## src/rtl/dm_access_ctrl.sv

```systemverilog
// dm_access_ctrl
// Memory-stage access controller in front of a word-only data memory.
// Turns byte/halfword/word loads and stores into word accesses. Sub-word
// stores use a read-modify-write that stalls the pipeline for one cycle.
// Loads are lane-selected, sign/zero-extended and registered for write-back.
// Misaligned and reserved-size requests raise a one-cycle addr_err pulse.
//
// Optional build macro: DM_ACCESS_TRACE_EN
//    When defined, every memory write and every address error is printed
//    during simulation. The hardware logic is the same either way.

module dm_access_ctrl #(
   parameter int ADDR_W            = 32,
   parameter bit ERR_RESERVED_SIZE = 1'b1
) (
   input  logic              clk,
   input  logic              reset,
   input  logic              req_valid,
   input  logic              req_we,
   input  logic [1:0]        req_size,
   input  logic              req_unsigned,
   input  logic [ADDR_W-1:0] req_addr,
   input  logic [31:0]       req_wdata,
   output logic              stall,
   output logic [31:0]       rdata,
   output logic              rvalid,
   output logic              addr_err,
   output logic              dm_we,
   output logic [ADDR_W-1:0] dm_addr,
   output logic [31:0]       dm_din,
   input  logic [31:0]       dm_dout
);

   typedef enum logic {
      IDLE   = 1'b0,
      RMW_WR = 1'b1
   } state_t;

   localparam logic [1:0] SIZE_BYTE = 2'b00;
   localparam logic [1:0] SIZE_HALF = 2'b01;
   localparam logic [1:0] SIZE_WORD = 2'b10;
   localparam logic [1:0] SIZE_RSVD = 2'b11;

   state_t state, state_next;

   logic [ADDR_W-1:0] word_addr;
   logic              size_err;
   logic              is_word;
   logic              accept_err;
   logic              load_fire;
   logic              rmw_capture;

   logic [7:0]        load_byte;
   logic [15:0]       load_half;
   logic [31:0]       load_ext;

   logic [ADDR_W-1:0] lat_addr;
   logic [1:0]        lat_lane;
   logic [15:0]       lat_data;
   logic              lat_half;
   logic [31:0]       lat_word;
   logic [31:0]       merged_word;

   assign word_addr = {req_addr[ADDR_W-1:2], 2'b00};

   // Classify the request size: alignment check and whether it is a full-word access
   always_comb begin
      size_err = 1'b0;
      is_word  = 1'b0;
      case (req_size)
         SIZE_BYTE: size_err = 1'b0;
         SIZE_HALF: size_err = req_addr[0];
         SIZE_WORD: begin
            size_err = (req_addr[1:0] != 2'b00);
            is_word  = 1'b1;
         end
         SIZE_RSVD: begin
            if (ERR_RESERVED_SIZE) begin
               size_err = 1'b1;
            end else begin
               size_err = (req_addr[1:0] != 2'b00);
               is_word  = 1'b1;
            end
         end
         default: size_err = 1'b1;
      endcase
   end

   // Pick the addressed byte and halfword lane out of the memory read word
   always_comb begin
      load_byte = dm_dout[7:0];
      case (req_addr[1:0])
         2'd0: load_byte = dm_dout[7:0];
         2'd1: load_byte = dm_dout[15:8];
         2'd2: load_byte = dm_dout[23:16];
         2'd3: load_byte = dm_dout[31:24];
         default: load_byte = dm_dout[7:0];
      endcase
      load_half = req_addr[1] ? dm_dout[31:16] : dm_dout[15:0];
   end

   // Extend the selected lane to 32 bits; word-sized loads pass straight through
   always_comb begin
      load_ext = dm_dout;
      if (req_size == SIZE_BYTE) begin
         load_ext = {{24{load_byte[7] & ~req_unsigned}}, load_byte};
      end else if (req_size == SIZE_HALF) begin
         load_ext = {{16{load_half[15] & ~req_unsigned}}, load_half};
      end
   end

   // Rebuild the stored word with the latched store data dropped into its lane
   always_comb begin
      merged_word = lat_word;
      if (lat_half) begin
         if (lat_lane[1]) begin
            merged_word = {lat_data, lat_word[15:0]};
         end else begin
            merged_word = {lat_word[31:16], lat_data};
         end
      end else begin
         case (lat_lane)
            2'd0: merged_word = {lat_word[31:8], lat_data[7:0]};
            2'd1: merged_word = {lat_word[31:16], lat_data[7:0], lat_word[7:0]};
            2'd2: merged_word = {lat_word[31:24], lat_data[7:0], lat_word[15:0]};
            2'd3: merged_word = {lat_data[7:0], lat_word[23:0]};
            default: merged_word = lat_word;
         endcase
      end
   end

   // Next-state and memory-side outputs; reset always suppresses the write strobe
   always_comb begin
      state_next  = state;
      stall       = 1'b0;
      dm_we       = 1'b0;
      dm_addr     = word_addr;
      dm_din      = req_wdata;
      accept_err  = 1'b0;
      load_fire   = 1'b0;
      rmw_capture = 1'b0;
      case (state)
         IDLE: begin
            if (req_valid) begin
               if (size_err) begin
                  accept_err = 1'b1;
               end else if (req_we) begin
                  if (is_word) begin
                     dm_we = 1'b1;
                  end else begin
                     stall       = 1'b1;
                     rmw_capture = 1'b1;
                     state_next  = RMW_WR;
                  end
               end else begin
                  load_fire = 1'b1;
               end
            end
         end
         RMW_WR: begin
            dm_we      = 1'b1;
            dm_addr    = lat_addr;
            dm_din     = merged_word;
            state_next = IDLE;
         end
         default: state_next = IDLE;
      endcase
      if (reset) begin
         dm_we = 1'b0;
      end
   end

   // State register, registered load result, status pulses and read-modify-write latches
   always_ff @(posedge clk) begin
      if (reset) begin
         state    <= IDLE;
         rdata    <= 32'h0;
         rvalid   <= 1'b0;
         addr_err <= 1'b0;
         lat_addr <= '0;
         lat_lane <= 2'b00;
         lat_data <= 16'h0;
         lat_half <= 1'b0;
         lat_word <= 32'h0;
      end else begin
         state    <= state_next;
         rvalid   <= load_fire;
         addr_err <= accept_err;
         if (load_fire) begin
            rdata <= load_ext;
         end
         if (rmw_capture) begin
            lat_addr <= word_addr;
            lat_lane <= req_addr[1:0];
            lat_data <= req_wdata[15:0];
            lat_half <= (req_size == SIZE_HALF);
            lat_word <= dm_dout;
         end
      end
   end

`ifdef DM_ACCESS_TRACE_EN
   // Simulation trace of memory writes and rejected requests
   always @(posedge clk) begin
      if (dm_we && !reset) begin
         $display("*%h <= %h", dm_addr, dm_din);
      end
      if (accept_err && !reset) begin
         $display("!addr_err %h", req_addr);
      end
   end
`else
`endif

endmodule
```

## config.mk

```make
export PLATFORM = sky130hd
export DESIGN_NAME = dm_access_ctrl
export DESIGN_NICKNAME = d
export VERILOG_FILES = /design/src/rtl/dm_access_ctrl.sv
export SDC_FILE = /design/constraint.sdc
export NUM_CORES = 1
export LEC_CHECK = 0
export BUFFER_PORTS_ARGS = -buffer_cell sky130_fd_sc_hd__buf_4
export CORE_ASPECT_RATIO = 0.8
export CORE_UTILIZATION = 37
export CTS_CLUSTER_DIAMETER = 40
export DETAILED_ROUTE_END_ITERATION = 10
export GPL_ROUTABILITY_DRIVEN = 0
export SYNTH_ARGS = -nofsm -noshare
export SYNTH_HDL_FRONTEND = slang
export SYNTH_SLANG_ARGS = --single-unit
```

## constraint.sdc

```tcl
create_clock -name clk -period 3.62 [get_ports clk]
set_clock_uncertainty 0.2 [all_clocks]
set_input_delay 0.362 -clock clk [delete_from_list [all_inputs] [get_ports clk]]
set_output_delay 0.362 -clock clk [all_outputs]
set_load 0.1 [all_outputs]
```

==> results of run 1 <==
-- Yosys cell counts, types with 2 or more instances --
library cell / n
sky130_fd_sc_hd__a211oi_1: 14
sky130_fd_sc_hd__a211oi_2: 10
sky130_fd_sc_hd__a21oi_1: 107
sky130_fd_sc_hd__a22o_1: 2
sky130_fd_sc_hd__a22oi_1: 23
sky130_fd_sc_hd__a2bb2oi_1: 7
sky130_fd_sc_hd__a311oi_1: 7
sky130_fd_sc_hd__a31oi_1: 8
sky130_fd_sc_hd__and4bb_2: 6
sky130_fd_sc_hd__buf_1: 6
sky130_fd_sc_hd__buf_2: 18
sky130_fd_sc_hd__buf_4: 10
sky130_fd_sc_hd__buf_6: 2
sky130_fd_sc_hd__clkbuf_1: 30
sky130_fd_sc_hd__dfxtp_1: 116
sky130_fd_sc_hd__inv_1: 13
sky130_fd_sc_hd__inv_2: 2
sky130_fd_sc_hd__mux2_2: 43
sky130_fd_sc_hd__mux2i_1: 18
sky130_fd_sc_hd__nand2_1: 195
sky130_fd_sc_hd__nand2b_1: 2
sky130_fd_sc_hd__nor2_1: 67
sky130_fd_sc_hd__nor2b_1: 6
sky130_fd_sc_hd__nor4_2: 2
sky130_fd_sc_hd__o21ai_0: 12
sky130_fd_sc_hd__o22ai_1: 7
sky130_fd_sc_hd__o31ai_1: 7
-- flip-flops by register name (all words and copies together), names as in the netlist --
signal and cells:
lat_word 32, rdata 32, lat_addr 30, lat_data 16
lat_lane 2, addr_err 1, lat_half 1, rvalid 1
state 1
-- stage by stage --
stage	hold WS, ns	total power (W)
2_1_floorplan	0.233	0.00212
3_3_place_gp	0.242	0.00238
3_5_place_dp	0.246	0.00238
4_1_cts	0.000961	0.00418
5_1_grt	0.0156	0.00429
6_report	0.0159	0.00415
-- how the worst max path moves through the flow --
| stage | from | slack (ns) | to |
|---|---|---|---|
| 2_1_floorplan | state$_SDFF_PP0_ | 0.31 | dm_din[15] |
| 5_1_grt | lat_lane[0]$_SDFFE_PP0P_ | 0.27 | dm_din[19] |
| 3_3_place_gp | lat_half$_SDFFE_PP0P_ | 0.99 | dm_din[7] |
| 4_1_cts | lat_lane[0]$_SDFFE_PP0P_ | 0.50 | dm_din[23] |
| 6_report | lat_lane[0]$_SDFFE_PP0P_ | 0.48 | dm_din[21] |
| 3_5_place_dp | req_size[1] | 0.96 | rdata[12]$_SDFFE_PP0P_ |
-- power by group through the flow --
stage / Combinational (W) / Sequential (W) / Clock (W)
2_1_floorplan: 0.000598 / 0.00152 / 0
5_1_grt: 0.00109 / 0.00137 / 0.00184
6_report: 0.00104 / 0.00136 / 0.00175
3_3_place_gp: 0.000992 / 0.00139 / 0
4_1_cts: 0.00104 / 0.00136 / 0.00178
3_5_place_dp: 0.000994 / 0.00139 / 0
-- cell type report --
cell class	instances	area (um^2)
Sequential cell	116	2320
Multi-Input combinational cell	564	3320
Timing Repair Buffer	257	2040
Inverter	16	60.1
Clock inverter	10	156
Clock buffer	20	447
Tap cell	215	269
Fill cell	1560	7180
-- metal layers --
| metal | GRT usage [%] | vias to the layer above | part of all wire, % |
|---|---|---|---|
| met5 | 0 | - | 0 |
| met4 | 6.32 | 0 | 0.75 |
| li1 | - | 3062 | - |
| met2 | 37.0 | 208 | 45 |
| met3 | 6.07 | 11 | 7.4 |
| met1 | 33.6 | 2847 | 47 |
-- timing repair --
| item | 4_1_cts | 5_1_grt |
|---|---|---|
| gates resized for setup | 0 | 0 |
| hold endpoints to repair | 46 | 0 |
| setup buffers | 0 | 0 |
| hold buffers | 46 | 0 |
-- cell families (layout without fill, tap and decap cells) --
| kind of cell | Yosys count | in the layout | share of synthesized area (%) |
|---|---|---|---|
| compound gates | 210 | 210 | 22.5 |
| buf+inv | 83 | 303 | 6.48 |
| flops | 116 | 116 | 38.8 |
| mux | 62 | 62 | 11.3 |
| other cells | 1 | 2 | 0.0626 |
| simple gates | 290 | 290 | 20.9 |
-- worst register-to-register path: stages, from the launching register on --
cell and delay (ns):
sky130_fd_sc_hd__dfxtp_2 0.32, sky130_fd_sc_hd__clkinv_1 0.04, sky130_fd_sc_hd__buf_4 0.25, sky130_fd_sc_hd__o2111a_2 0.45, sky130_fd_sc_hd__buf_4 0.36, sky130_fd_sc_hd__nor3b_2 0.54
sky130_fd_sc_hd__a211oi_1 0.15
-- cells in the final DEF (no fill, tap or decap), types with 2 or more instances in the layout --
master                          netlist  routed
sky130_fd_sc_hd__a211oi_1            14      14
sky130_fd_sc_hd__a211oi_2            10      10
sky130_fd_sc_hd__a21oi_1            107     107
sky130_fd_sc_hd__a22o_1               2       2
sky130_fd_sc_hd__a22oi_1             23      23
sky130_fd_sc_hd__a2bb2oi_1            7       7
sky130_fd_sc_hd__a311oi_1             7       7
sky130_fd_sc_hd__a31oi_1              8       8
sky130_fd_sc_hd__and4bb_2             6       6
sky130_fd_sc_hd__buf_4               10     211
sky130_fd_sc_hd__bufinv_16            0       4
sky130_fd_sc_hd__clkbuf_1            30       2
sky130_fd_sc_hd__clkbuf_16            0      17
sky130_fd_sc_hd__clkinv_2             0       4
sky130_fd_sc_hd__conb_1               1       2
sky130_fd_sc_hd__dfxtp_1            116     115
sky130_fd_sc_hd__dlygate4sd3_1        0      46
sky130_fd_sc_hd__inv_1               13      13
sky130_fd_sc_hd__inv_2                2       2
sky130_fd_sc_hd__mux2_2              43      43
sky130_fd_sc_hd__mux2i_1             18      18
sky130_fd_sc_hd__nand2_1            195     195
sky130_fd_sc_hd__nand2b_1             2       2
sky130_fd_sc_hd__nor2_1              67      67
sky130_fd_sc_hd__nor2b_1              6       6
sky130_fd_sc_hd__nor4_2               2       2
sky130_fd_sc_hd__o21ai_0             12      11
sky130_fd_sc_hd__o22ai_1              7       7
sky130_fd_sc_hd__o31ai_2              0       7
==> results, run 1 <==
- The number of iterations in the first detailed-routing pass is 7.
- Data on the critical path arrives at its endpoint at 2.58 ns.
- The worst reg-to-reg path cell count is 6.
- The critical path runs through a total of 5 cells.
- Once the floorplan was initialized, standard cells occupied 37.9% of the core.
- The largest net degree at the start of global routing is 83.
- The flow ran to the end, and the final reports show no timing, DRC or antenna violations.
- The critical path startpoint category is a register.
- Across every metal layer, demand over resource in global routing totals 24.1%.
- Counting I/O delays and the setup requirement, the final critical path takes 3.14 ns.
- The via count of the first global-routing pass is 5652.
- Cells fill 54.5% of the core in the end.
- The actual slew at the worst max-slew pin is 0.892 ns.
- The endpoint of the worst hold-timing path is lat_word[1]$_SDFFE_PP0P_.
- The switching power is 0.00137 W.
- Summed over all layers, the routed wires come to 19900 um.
- The number of antenna violations at the first check in global routing was 0.
- The critical path goes through inv_2 > o21ai_2 > mux2i_1 > a21oi_1 > buf_4.
- Summed over all layers, the global routing overflow is 0.
- The post-route netlist has 32.5% of its cells at a drive strength greater than 1.
- The H-tree depth is 4.
- The HPWL after detailed placement is 13800 um.
- The synthesized flop and latch total is 116.
- In this run the horizontal extent of the chip is 144 um.
- The top flip-flop cell by instance count after synthesis is sky130_fd_sc_hd__dfxtp_1.
- The post-placement setup slack is 0.960 ns.
- The cell area after placement is 7550 um^2.
- The share of total power dissipated in sequential elements is 32.8%.
- The final layout contains 1075 nets.
- The highest attainable clock frequency is 0.318 GHz.
- The per-cell routed wire length is 16.6 um.
- Combinational cells account for 25.0% of the total power.
- The floorplan row count is 41.
- The synthesized netlist contains 49 unique library cells.
- After synthesis, the share of flip-flops with an asynchronous set or reset is 0%.
- The buffering stage count on the worst path with inverters included is 2.
- The critical path in this run is classified as register to output pin.
- From synthesis to final layout, the design area changed by 43.9%.
- STA classifies the critical path endpoint as an output pin.
- The die covers 16700 um^2.
- Across all setup checks in the final design, the least slack found is 0.476 ns.
- The most area-hungry cell type in the Yosys netlist is sky130_fd_sc_hd__dfxtp_1.
- The area share of the largest cell type after synthesis is 38.8%.
- The number of standard cells in the layout, taps in and fillers out is 1198.
- 203 I/O pins were placed.
- The power density normalized to cell area is 481 nW/um^2.
- Net switching is 33.0% of the power.
- The mean number of vias per cell is 5.12.
- The number of antenna diodes is 0.
- The synthesized area per cell is 7.86 um^2.
- The clock drives 116 sinks.
- After routing the design area is 8620 um^2.
- The CTS root buffer is sky130_fd_sc_hd__clkbuf_16.
- The cell total after placement is 1122.
- Among all stages on the critical path, the largest delay is contributed by sky130_fd_sc_hd__dfxtp_1.
- The startpoint identified for the worst hold timing path is dm_dout[1].
- The final route contains 6128 vias.
- The peak per-stage delay on the critical path is 0.74 ns.
- The number of cells on the worst hold path is 3.
- Of the available clock period, the critical path in the final layout requires 86.9%.
- The leakage power is 3.49 nW.
- For this run, design rule violations remaining after detail routing come to 0.
- The clock group share of total power is 42.2%.
- TritonCTS created 17 clock buffers.
- Sorting the synthesized cells by area gives the leading types as sky130_fd_sc_hd__dfxtp_1 39%, sky130_fd_sc_hd__nand2_1 12%, sky130_fd_sc_hd__a21oi_1 8.9%.
- The post-synthesis instance area is 5990 um^2.
- The area of the placeable core is 15800 um^2.
- The final hold violation count is 0.
- Setup repair after global routing left no endpoint under its margin.
- During placement, the flow inserted port buffers numbering 200.
- The final number of setup-violating endpoints is 0.
- The critical register-to-register path endpoint is rdata[12]$_SDFFE_PP0P_.
- The synthesis warning total is 0.
- In this run, the number of DRC markers left after iteration 0 of detailed routing was 407.
- Once detail routing completed, the nets flagged for antenna violations numbered 0.
- In this run the worst path has a maximum fanout of 20.
- Setup total negative slack on the finished layout was measured at 0 ns.
- The first global-routing pass estimated 30400 um of wire.
- The internal power component is 0.00278 W.
- The worst-case IR drop observed on VDD is 0.334 mV.
- The worst register-to-register path begins at state$_SDFF_PP0_.
- The required time at the worst-slack endpoint is 3.06 ns.
- The instance count of the mapped netlist is 762.
- Sequential elements use 38.8% of the synthesized area.
- The worst slew slack as a fraction of its limit is 40.5%.
- Counting along the longest clock path gives a buffer depth of 2.
- The kind of cell adding the most delay to the critical path is flip-flops.
- The number of flops mapped to enable cells by yosys is 0.
- For the worst-skew pair, the clock arrives at the later sink with an insertion delay of 0.42 ns.
- The final max-slew violation count is 0.
- Across the run, the number of max-cap violations was 0.
- The post-CTS clock slew at the launch and capture registers of the worst setup and hold paths is 0.05 ns.
- The worst min-delay path category is input pin to register.
- Across all register-to-register paths, the minimum setup slack is 1.16 ns.
- In this run the vertical extent of the chip is 116 um.
- TritonCTS built the clock tree.
Note: power is estimated with default switching activity, not from simulation.
==> run 2, diff against run 1 <==
--- a/config.mk
+++ b/config.mk
@@ -11,6 +11,7 @@
 export CTS_CLUSTER_DIAMETER = 40
 export DETAILED_ROUTE_END_ITERATION = 10
 export GPL_ROUTABILITY_DRIVEN = 0
+export REMOVE_ABC_BUFFERS = 1
 export SYNTH_ARGS = -nofsm -noshare
 export SYNTH_HDL_FRONTEND = slang
 export SYNTH_SLANG_ARGS = --single-unit
==> run 2 against run 1 <==
Against the previous run: critical path depth unchanged; cell area decreased by 2.5%; largest power group unchanged; largest cell class unchanged; sequential power about the same; final cell count decreased by 1.6%; critical path type unchanged.
==> results, run 2 (synthesis gave the netlist of run 1 again) <==
- The fraction of layout instances using a drive strength above 1 is 32.3% (was 32.5%).
- The startpoint of the lowest-slack hold path is req_addr[21] (was dm_dout[1]).
- The die area is 16700 um^2 (unchanged).
- The cell area after placement is 7540 um^2 (was 7550 um^2).
- The final critical delay including setup and external delays is 3.18 ns (was 3.14 ns).
- The startpoint of the most critical setup path is lat_half$_SDFFE_PP0P_ (was lat_lane[0]$_SDFFE_PP0P_).
- The number of buffers between clock root and the deepest sink came to 2 (unchanged).
- The count of maximum capacitance violations is 0 (unchanged).
- The largest net degree at the start of global routing is 83 (unchanged).
- The worst-case vdd ir drop came to 0.295 mV (was 0.334 mV).
- The slowest library cell on the worst path is sky130_fd_sc_hd__dfxtp_1 (unchanged).
- The maximum fanout count along the critical path is 23 (was 20).
- The number of buffer cells added on primary ports was 200 (unchanged).
- The overall fraction of global-route tracks in use came to 22.5% (was 24.1%).
- Critical-path cell list: nor2b_1 > nor2_2 > mux2i_1 > a21oi_1 > buf_4 (was inv_2 > o21ai_2 > mux2i_1 > a21oi_1 > buf_4).
- The total setup buffers inserted after CTS is 0 (unchanged).
- The area growth from synthesis to layout is 40.4% (was 43.9%).
- The total chip power was 0.00405 W (was 0.00415 W).
- The CTS tree is yes (unchanged).
- The peak per-stage delay on the critical path is 0.79 ns (was 0.74 ns).
- The worst slew slack as a fraction of its limit is 37.2% (was 40.5%).
- Unrepaired setup endpoints after global routing: no (unchanged).
- The area of the placeable core is 15800 um^2 (unchanged).
- The final hold violation count is 0 (unchanged).
- The critical register-to-register path endpoint is lat_addr[18]$_SDFFE_PP0P_ (was rdata[12]$_SDFFE_PP0P_).
- The floorplan die width was 144 um (unchanged).
- The buffering stage count on the worst path with inverters included is 1 (was 2).
- The worst reg-to-reg setup slack is 1.03 ns (was 1.16 ns).
- The CTS root buffer is sky130_fd_sc_hd__clkbuf_16 (unchanged).
- The number of standard cells in the layout, taps in and fillers out is 1179 (was 1198).
- The required time at the worst-slack endpoint came to 3.06 ns (about the same).
- The startpoint of the worst register-to-register path was state$_SDFF_PP0_ (unchanged).
- The mean number of vias per cell was 5.09 (was 5.12).
- The initial core utilization is 37.9% (unchanged).
- The residual DRC count was 0 (unchanged).
- The clock latency on the worst-skew pair is 0.40 ns (was 0.42 ns).
- The highest attainable clock frequency was 0.315 GHz (was 0.318 GHz).
- The endpoint of the worst hold-timing path is lat_addr[21]$_SDFFE_PP0P_ (was lat_word[1]$_SDFFE_PP0P_).
- The count of pins on the block boundary is 203 (unchanged).
- The post-placement setup slack is 0.889 ns (was 0.960 ns).
- The number of antenna diodes was 0 (unchanged).
- The most common cell after layout, fill and taps aside is sky130_fd_sc_hd__buf_4 (unchanged).
- The number of violations reported at the end of detailed-routing iteration 0 is 314 (was 407).
- The worst reg-to-reg path cell count was 6 (unchanged).
- The total congestion overflow after global routing was 0 (unchanged).
- The filler cell count is 1583 (was 1560).
- The floorplan row count is 41 (unchanged).
- The cell area after layout is 8400 um^2 (was 8620 um^2).
- The actual slew at the worst max-slew pin is 0.941 ns (was 0.892 ns).
- The final hold slack is 0.0154 ns (was 0.0159 ns).
- The CTS buffer count was 17 (unchanged).
- The kind of cell adding the most delay to the critical path is flip-flops (unchanged).
- The routed wire length is 18700 um (was 19900 um).
- The chip height is 116 um (unchanged).
- The final max-slew violation count is 0 (unchanged).
- Most used cells in the layout excluding fill and tap cells: 211 x sky130_fd_sc_hd__buf_4, 195 x sky130_fd_sc_hd__nand2_1, 115 x sky130_fd_sc_hd__dfxtp_1 (unchanged).
- The H-tree depth is 4 (unchanged).
- The power density normalized to cell area was 482 nW/um^2 (was 481 nW/um^2).
- The number of sinks handled by clock tree synthesis is 116 (unchanged).
- The total number of nets in the final design is 1059 (was 1075).
- The post-CTS clock slew at the launch and capture registers of the worst setup and hold paths is 0.05 ns (about the same).
- The per-cell routed wire length is 15.9 um (was 16.6 um).
- The worst min-delay path category is input pin to register (unchanged).
- The share of the cycle needed by the critical path after routing is 87.8% (was 86.9%).
- Registers with the most flip-flops: lat_word (32), rdata (32), lat_addr (30) (unchanged).
- The via count of the first global-routing pass is 5432 (was 5652).
- The detailed placement HPWL is 12800 um (was 13800 um).
- The leakage power is 3.41 nW (was 3.49 nW).
- The detailed-route via count is 6007 (was 6128).
- The critical path startpoint category is a register (unchanged).
- Status: finished clean (unchanged).
- The number of cells on the worst hold path is 3 (unchanged).
- The final number of setup-violating endpoints was 0 (unchanged).
- The number of nets with antenna violations after routing is 0 (unchanged).
- The critical path class is register to output pin (unchanged).
- The number of iterations in the first detailed-routing pass was 7 (unchanged).
- The signal arrival time at the worst endpoint was 2.62 ns (was 2.58 ns).
- The cell total after placement is 1123 (was 1122).
- The number of hold buffers added after CTS was 29 (was 46).
- The slack of the critical path is 0.442 ns (was 0.476 ns).
- The post-cts sizing count is 0 (unchanged).
- The number of antenna violations at the first check in global routing is 0 (unchanged).
- The global-route wire length before repair is 28800 um (was 30400 um).
- The nature of the critical path endpoint is an output pin (unchanged).
run 2: cell count changes in the layout (fill, tap and decap cells not counted), sizes merged:
cell	before	now
buf	211	212
bufinv	4	3
dlygate4sd3	46	29
clkinvlp	1	0
inv	16	15
clkbuf	20	21
clkinv	5	4
run 2: per-layer routing:
| layer | vias up | GRT usage [%] | wire length (um) |
|---|---|---|---|
| met5 | - | 0 | 0 |
| met4 | 0 | 4.42 | 82 |
| met3 | 6 | 6.24 | 1350 |
| met2 | 197 | 34.0 | 8130 |
| met1 | 2781 | 31.9 | 9140 |
| li1 | 3023 | - | - |
run 2: report_power, final:
group | total (W) | switching (W) | internal, W
registers | 0.00136 | 0.0000343 | 0.00133
logic | 0.00101 | 0.000726 | 0.000286
clock network | 0.00168 | 0.000564 | 0.00111
total | 0.00405 | 0.00132 | 0.00272
run 2: layout make-up:
| type | count | area (um^2) | share of cell area (%) |
|---|---|---|---|
| Timing Repair Buffer | 241 | 1890 | 22.5 |
| Tap cell | 215 | 269 | 3.20 |
| Clock buffer | 21 | 470 | 5.60 |
| Clock inverter | 6 | 105 | 1.25 |
| Sequential cell | 116 | 2320 | 27.6 |
| Inverter | 16 | 60.1 | 0.715 |
| Multi-Input combinational cell | 564 | 3280 | 39.1 |
run 2: worst max-delay path by stage:
stage,to,depth (start not counted)
3_5_place_dp,dm_din[0],5
2_1_floorplan,dm_din[24],2
4_1_cts,dm_din[0],5
3_3_place_gp,dm_din[3],5
5_1_grt,dm_din[0],5
6_report,dm_din[0],5
run 2: worst register-to-register path, cell delays in order (launching register included):
cell                       delay, ns
sky130_fd_sc_hd__dfxtp_2        0.56
sky130_fd_sc_hd__buf_4          0.44
sky130_fd_sc_hd__nand2b_1       0.19
sky130_fd_sc_hd__a2111o_2       0.12
sky130_fd_sc_hd__buf_4          0.66
sky130_fd_sc_hd__nand2_1        0.18
sky130_fd_sc_hd__a21oi_1        0.18
run 2: stage by stage:
| step | util [%] | TNS (ns) |
|---|---|---|
| after floorplan | - | -128.79 |
| after global placement | 47.7 | 0 |
| after detailed placement | 47.7 | 0 |
| after CTS | 53.2 | 0 |
| after global routing | 53.2 | 0 |
| final | 53.2 | 0 |
